===== config.mk =====
export PLATFORM = sky130hd
export DESIGN_NAME = ccff_chain_loader
export DESIGN_NICKNAME = d
export VERILOG_FILES = /design/src/rtl/ccff_loader_pkg.sv /design/src/rtl/ccff_crc16.sv /design/src/rtl/ccff_chain_loader.sv
export SDC_FILE = /design/constraint.sdc
export NUM_CORES = 1
export LEC_CHECK = 0
export ABC_AREA = 1
export BUFFER_PORTS_ARGS = -buffer_cell sky130_fd_sc_hd__buf_4
export CELL_PAD_IN_SITES_DETAIL_PLACEMENT = 1
export CELL_PAD_IN_SITES_GLOBAL_PLACEMENT = 2
export CORE_AREA = 3 3 69 71
export CTS_CLUSTER_SIZE = 20
export DETAILED_ROUTE_END_ITERATION = 8
export DIE_AREA = 0 0 72 74
export PLACE_DENSITY_LB_ADDON = 0.1
export REMOVE_ABC_BUFFERS = 1
export SLEW_MARGIN = 10
export SYNTH_ARGS = -nofsm -noshare
export SYNTH_HDL_FRONTEND = slang
export SYNTH_SLANG_ARGS = --single-unit

===== constraint.sdc =====
create_clock -name prog_clk -period 2.1 [get_ports prog_clk]
set_clock_uncertainty 0.2 [all_clocks]
set_input_delay 0.105 -clock prog_clk [delete_from_list [all_inputs] [get_ports prog_clk]]
set_output_delay 0.105 -clock prog_clk [all_outputs]
set_load 0.02 [all_outputs]

===== src/rtl/ccff_loader_pkg.sv =====
// Shared definitions for the configuration-chain loader: FSM states, CRC constants, default word width.
// Latency: n/a (types, constants and a combinational CRC step helper only).
// Backpressure: n/a.
package ccff_loader_pkg;

    typedef enum logic [2:0] {
        ST_IDLE   = 3'd0,
        ST_FETCH  = 3'd1,
        ST_SHIFT  = 3'd2,
        ST_VERIFY = 3'd3,
        ST_DONE   = 3'd4
    } state_t;

    localparam logic [15:0] CRC_POLY       = 16'h1021;
    localparam logic [15:0] CRC_INIT       = 16'hFFFF;
    localparam int          DEFAULT_WORD_W = 8;

    // One serial step of CRC-16-CCITT, MSB-first register.
    function automatic logic [15:0] crc16_step(input logic [15:0] crc, input logic din);
        logic fb;
        fb = crc[15] ^ din;
        return {crc[14:0], 1'b0} ^ (fb ? CRC_POLY : 16'h0000);
    endfunction

endpackage


===== src/rtl/ccff_crc16.sv =====
// Serial CRC-16-CCITT accumulator, one bit per enabled cycle.
// Latency: crc updates the cycle after en; crc_next shows the value including the current bit.
// Backpressure: none; en simply gates accumulation.
// Ports: clk/rst (sync, active-high), clear (reload init), en + din (bit in),
//        crc (registered value), crc_next (value after the current bit).
module ccff_crc16
    import ccff_loader_pkg::*;
(
    input  logic        clk,
    input  logic        rst,
    input  logic        clear,
    input  logic        en,
    input  logic        din,
    output logic [15:0] crc,
    output logic [15:0] crc_next
);

    assign crc_next = crc16_step(crc, din);

    always_ff @(posedge clk) begin
        if (rst || clear) begin
            crc <= CRC_INIT;
        end else if (en) begin
            crc <= crc_next;
        end
    end

endmodule


===== src/rtl/ccff_chain_loader.sv =====
// Streams bitstream words MSB-first into a CHAIN_LEN-bit configuration chain, optional CRC readback.
// Latency: first bit on ccff_head the cycle after the first word is accepted; zero bubbles with continuous valid data.
// Backpressure: bs_ready in FETCH and on the last shift of a word; ccff_shift_en drops and ccff_head holds while starved.
// Ports: prog_clk/prog_reset (sync, active-high); start; bs_data/bs_valid/bs_ready word stream;
//        ccff_head/ccff_shift_en/ccff_tail chain interface; IO_ISOL_N, busy, done, error status.
// Build option: define CCFF_LOADER_READBACK_EN to add the VERIFY rotation and CRC compare.
module ccff_chain_loader
    import ccff_loader_pkg::*;
#(
    parameter int CHAIN_LEN = 64,
    parameter int WORD_W    = DEFAULT_WORD_W
) (
    input  logic              prog_clk,
    input  logic              prog_reset,
    input  logic              start,
    input  logic [WORD_W-1:0] bs_data,
    input  logic              bs_valid,
    output logic              bs_ready,
    output logic              ccff_head,
    output logic              ccff_shift_en,
    input  logic              ccff_tail,
    output logic              IO_ISOL_N,
    output logic              busy,
    output logic              done,
    output logic              error
);

    localparam int                 CNT_W     = $clog2(CHAIN_LEN + 1);
    localparam int                 WCNT_W    = $clog2(WORD_W + 1);
    localparam logic [CNT_W-1:0]   LAST_BIT  = CNT_W'(CHAIN_LEN - 1);
    localparam logic [WCNT_W-1:0]  WORD_BITS = WCNT_W'(WORD_W);

    state_t              state;
    state_t              state_nxt;
    logic [WORD_W-1:0]   shreg;
    logic [WCNT_W-1:0]   wcnt;      // bits of shreg not yet shifted
    logic [CNT_W-1:0]    bit_cnt;   // shifts done in the current pass (load or verify)
    logic                head_q;    // last bit driven, held while starved
    logic                done_q;
    logic                load_word;
    logic                launch;
    logic                last_bit;

    assign launch   = start && ((state == ST_IDLE) || (state == ST_DONE));
    assign last_bit = (bit_cnt == LAST_BIT);

    always_comb begin
        state_nxt     = state;
        bs_ready      = 1'b0;
        ccff_shift_en = 1'b0;
        ccff_head     = head_q;
        case (state)
            ST_IDLE, ST_DONE: begin
                if (start) state_nxt = ST_FETCH;
            end
            ST_FETCH: begin
                bs_ready = 1'b1;
                if (bs_valid) state_nxt = ST_SHIFT;
            end
            ST_SHIFT: begin
                ccff_shift_en = 1'b1;
                ccff_head     = shreg[WORD_W-1];
                if (last_bit) begin
`ifdef CCFF_LOADER_READBACK_EN
                    state_nxt = ST_VERIFY;
`else
                    state_nxt = ST_DONE;
`endif
                end else if (wcnt == WCNT_W'(1)) begin
                    // Offer the next word on the final bit so back-to-back words run without a gap.
                    bs_ready = 1'b1;
                    if (!bs_valid) state_nxt = ST_FETCH;
                end
            end
`ifdef CCFF_LOADER_READBACK_EN
            ST_VERIFY: begin
                // Rotate the chain through itself so its contents come back unchanged.
                ccff_shift_en = 1'b1;
                ccff_head     = ccff_tail;
                if (last_bit) state_nxt = ST_DONE;
            end
`endif
            default: state_nxt = ST_IDLE;
        endcase
    end

    assign load_word = bs_valid && bs_ready;

    always_ff @(posedge prog_clk) begin
        if (prog_reset) begin
            state   <= ST_IDLE;
            shreg   <= '0;
            wcnt    <= '0;
            bit_cnt <= '0;
            head_q  <= 1'b0;
            done_q  <= 1'b0;
        end else begin
            state <= state_nxt;
            if (ccff_shift_en) head_q <= ccff_head;

            if (load_word) begin
                shreg <= bs_data;
                wcnt  <= WORD_BITS;
            end else if (state == ST_SHIFT) begin
                shreg <= shreg << 1;
                wcnt  <= wcnt - 1'b1;
            end

            // Wraps to zero after the last load shift so VERIFY reuses it.
            if (launch) begin
                bit_cnt <= '0;
            end else if (ccff_shift_en) begin
                bit_cnt <= last_bit ? '0 : bit_cnt + 1'b1;
            end

            if (launch) begin
                done_q <= 1'b0;
            end else if ((state_nxt == ST_DONE) && (state != ST_DONE)) begin
                done_q <= 1'b1;
            end
        end
    end

    assign IO_ISOL_N = (state == ST_DONE);
    assign busy      = (state == ST_FETCH) || (state == ST_SHIFT) || (state == ST_VERIFY);
    assign done      = done_q;

`ifdef CCFF_LOADER_READBACK_EN
    logic [15:0] crc_tx;
    logic [15:0] crc_rx;
    logic [15:0] crc_rx_nxt;
    logic [15:0] unused_tx_next;
    logic        err_q;

    ccff_crc16 u_crc_tx (
        .clk      (prog_clk),
        .rst      (prog_reset),
        .clear    (launch),
        .en       (ccff_shift_en && (state == ST_SHIFT)),
        .din      (ccff_head),
        .crc      (crc_tx),
        .crc_next (unused_tx_next)
    );

    ccff_crc16 u_crc_rx (
        .clk      (prog_clk),
        .rst      (prog_reset),
        .clear    (launch),
        .en       (state == ST_VERIFY),
        .din      (ccff_tail),
        .crc      (crc_rx),
        .crc_next (crc_rx_nxt)
    );

    // The final tail bit is still being accumulated on the exit cycle, so compare its next value.
    always_ff @(posedge prog_clk) begin
        if (prog_reset || launch) begin
            err_q <= 1'b0;
        end else if ((state == ST_VERIFY) && (state_nxt == ST_DONE)) begin
            err_q <= (crc_rx_nxt != crc_tx);
        end
    end

    assign error = err_q;
`else
    logic unused_tail;
    assign unused_tail = ccff_tail;
    assign error       = 1'b0;
`endif

endmodule


==> impl_metrics.json <==
{
  "wl_met3_um": 84,
  "ys_top_cells_by_area": "dfxtp_1 38%, nand2_1 11%, inv_1 8.5%",
  "vdd_ir_drop_max_uv": 191,
  "first_iter_violations": 42,
  "timing.fmax_mhz": 520,
  "syn-instance-count": 180,
  "ios": 20,
  "tns_ns": 0,
  "worst_path_most_repeated_cell": "inv_1",
  "yosys_warnings": 0,
  "path_delay_family": "buffers and inverters",
  "hold_path.class": "primary input to flop",
  "syn2layout_area_growth_pct": 26.7,
  "power_w": 0.000986,
  "routed_wl_mm": 3.21,
  "finalHoldViolCount": 0,
  "period_needed_ns": 1.92,
  "clkTransAtPathRegs_ns": 0.09,
  "cts_buffer_depth": 2,
  "critPathKind": "flop to primary output",
  "dieArea_sq_mm": 0.00533,
  "cp-start-kind": "flop",
  "filler_cell_count": 552,
  "ys_types": 31,
  "slowest_delay_ns": 0.41,
  "maxCapViolCount": 0,
  "r2r_slack_ns": 0.38,
  "drc_errors": 0,
  "rows": 24,
  "overflow": 0,
  "dp.final_hpwl_mm": 2.39,
  "yosysTopAreaCell": "dfxtp_1",
  "status": "complete, no violations",
  "finalSetupViolCount": 0,
  "wl_met1_mm": 1.44,
  "yosysTopAreaCellShare_pct": 37.6,
  "crit_arrival_ns": 1.62,
  "endpoint": "ccff_head",
  "avgSynthCellArea_sq_um": 7.10,
  "grt_pass1_wl_mm": 5.42,
  "grt_max_degree": 17,
  "final_cell_mix": "38 x nand2_1, 29 x inv_1, 24 x dfxtp_1",
  "synth_area_sq_mm": 0.00128,
  "placed_cells": 244,
  "yosysSeqAreaShare_pct": 37.6,
  "wl_met2_mm": 1.63,
  "vias": 1199,
  "antenna_found_initial": 0,
  "layout.cells.non_filler": 261,
  "grt_usage_pct": 13.0,
  "gp_congestion": 0.728,
  "seqCellArea_sq_um": 480,
  "start_util_pct": 29.7,
  "die_h_um": 74,
  "cts-buffers-inserted": 3,
  "top_layer_used": "met4",
  "first_pass_iters": 2,
  "nets": 226,
  "cts_root_buffer": "clkbuf_8",
  "layout_commonest_cell": "nand2_1",
  "cts_tree": "yes",
  "required_ns": 1.79,
  "core_area_sq_mm": 0.00429,
  "grt_pass1_vias": 1199,
  "die_width_um": 72,
  "postRouteAntennaNets": 0,
  "rsz0062_at_grt": "false",
  "drive_gt1_share_pct": 19.1,
  "ys_seq_elements": 24,
  "crit_start": "state[2]",
  "vias_per_cell": 4.59,
  "leakage_nw": 0.688,
  "path_depth": 7,
  "worstPathCellList": "inv_1 > nand3_4 > inv_4 > or2_2 > inv_1 > a21oi_1 > buf_4",
  "r2r-start": "bit_cnt[0]",
  "antenna_cells": 0,
  "crit_path_max_fanout": 13,
  "io_buffers": 17,
  "path_buf_inv": 4,
  "clk_latency_ns": 0.27,
  "wl_per_cell_um": 12.3,
  "cpMaxStageDelayCell": "dfxtp_1",
  "multi_input_area_sq_um": 648,
  "power_density_mw_per_mm2": 609,
  "fin_crit_sh_pct": 91.5,
  "slew_viol_final": 0,
  "endpoint_kind": "primary output",
  "worstReg2RegEnd": "wcnt[2]",
  "cts_sinks": 24,
  "rr_worst_depth": 9,
  "cts_htree_levels": 1
}
registers in the layout, indices dropped and copies added, names as in the netlist:
name     flops
shreg        8
bit_cnt      7
wcnt         4
state        3
done         1
head_q       1
where the power goes:
part	switching, W	leakage [nW]	internal (W)
Clock	0.000159	0.0288	0.000168
Sequential	0.0000111	0.195	0.000471
Combinational	0.000102	0.464	0.0000748
layout make-up:
class | count | area share (%)
Multi-Input combinational cell | 119 | 40.0
Sequential cell | 24 | 29.7
Timing Repair Buffer | 30 | 15.3
Inverter | 32 | 7.57
Tap cell | 52 | 4.02
Clock buffer | 4 | 3.40
worst reg2reg max path, delay by kind of cell (launching register included):
kind          cells  cell delay, ns
flops             1            0.39
simple gates      7            0.78
fa+ha+maj         1            0.22
buf+inv           1            0.07
metal layers:
layer | up-vias | track usage [%]
met3 | 5 | 2.16
li1 | 608 | -
met1 | 570 | 14.5
met5 | - | 0
met2 | 16 | 24.5
met4 | 0 | 5.01
how the worst min path moves through the flow:
stage | start | end | cells past startpoint
CTS | bs_valid | shreg[0] | 3
global route | bs_valid | shreg[0] | 3
detailed placement | prog_reset | shreg[6] | 2
floorplan | prog_reset | shreg[6] | 1
global placement | prog_reset | shreg[6] | 2
finish | bs_data[6] | shreg[6] | 5
cells in the mapped netlist:
cell      instances
or2_1             1
ha_1              3
a31oi_1           1
dfxtp_1          24
nand4_1           1
a211oi_1          2
nor4_1            1
nand3_4           1
nand2_8           2
or2_2             1
buf_4             2
a21oi_2           1
conb_1            1
inv_2             3
or2_0             1
buf_2             2
nor3_1            2
nand3_1          18
nor3b_2           1
a21oi_4           1
nor3_4            1
inv_1            29
nor2_2            1
a21oi_1          11
xnor2_1           2
xor2_1            1
nor2_1           23
a22oi_1           1
nand2_1          38
clkbuf_1          1
nand2_2           3
cell families (layout without fill, tap and decap cells):
| kind of cell | after synthesis | count (layout) | synth area share, % |
|---|---|---|---|
| AND/OR/NAND/NOR | 95 | 95 | 36.9 |
| buffers and inverters | 37 | 66 | 11.7 |
| flip-flops | 24 | 24 | 37.6 |
| AO/OA/AOI/OAI | 17 | 17 | 8.52 |
| adder cells (fa/ha/maj) | 3 | 3 | 2.94 |
| XOR/XNOR | 3 | 3 | 2.06 |
| other | 1 | 1 | 0.294 |
stage by stage:
step | hold slack (ns) | setup WS [ns] | utilization (%) | area [sq um]
finish | 0.0102 | 0.178 | 37.7 | 1620
global route | 0.00258 | 0.0833 | 37.7 | 1620
CTS | 0.00727 | 0.00848 | 36.9 | 1590
detailed placement | 0.181 | 0.299 | 33.6 | 1440
global placement | 0.171 | 0.342 | 33.6 | 1440
floorplan | -0.0326 | 0.433 | - | 1250
repair_timing:
action	in CTS	in global routing
endpoints found under the hold margin	13	0
resized for setup	0	2
hold buffers	9	0
setup endpoints to repair	1	1
pin swaps	1	1
setup buffers	0	4
Note: power is estimated with default switching activity, not from simulation.
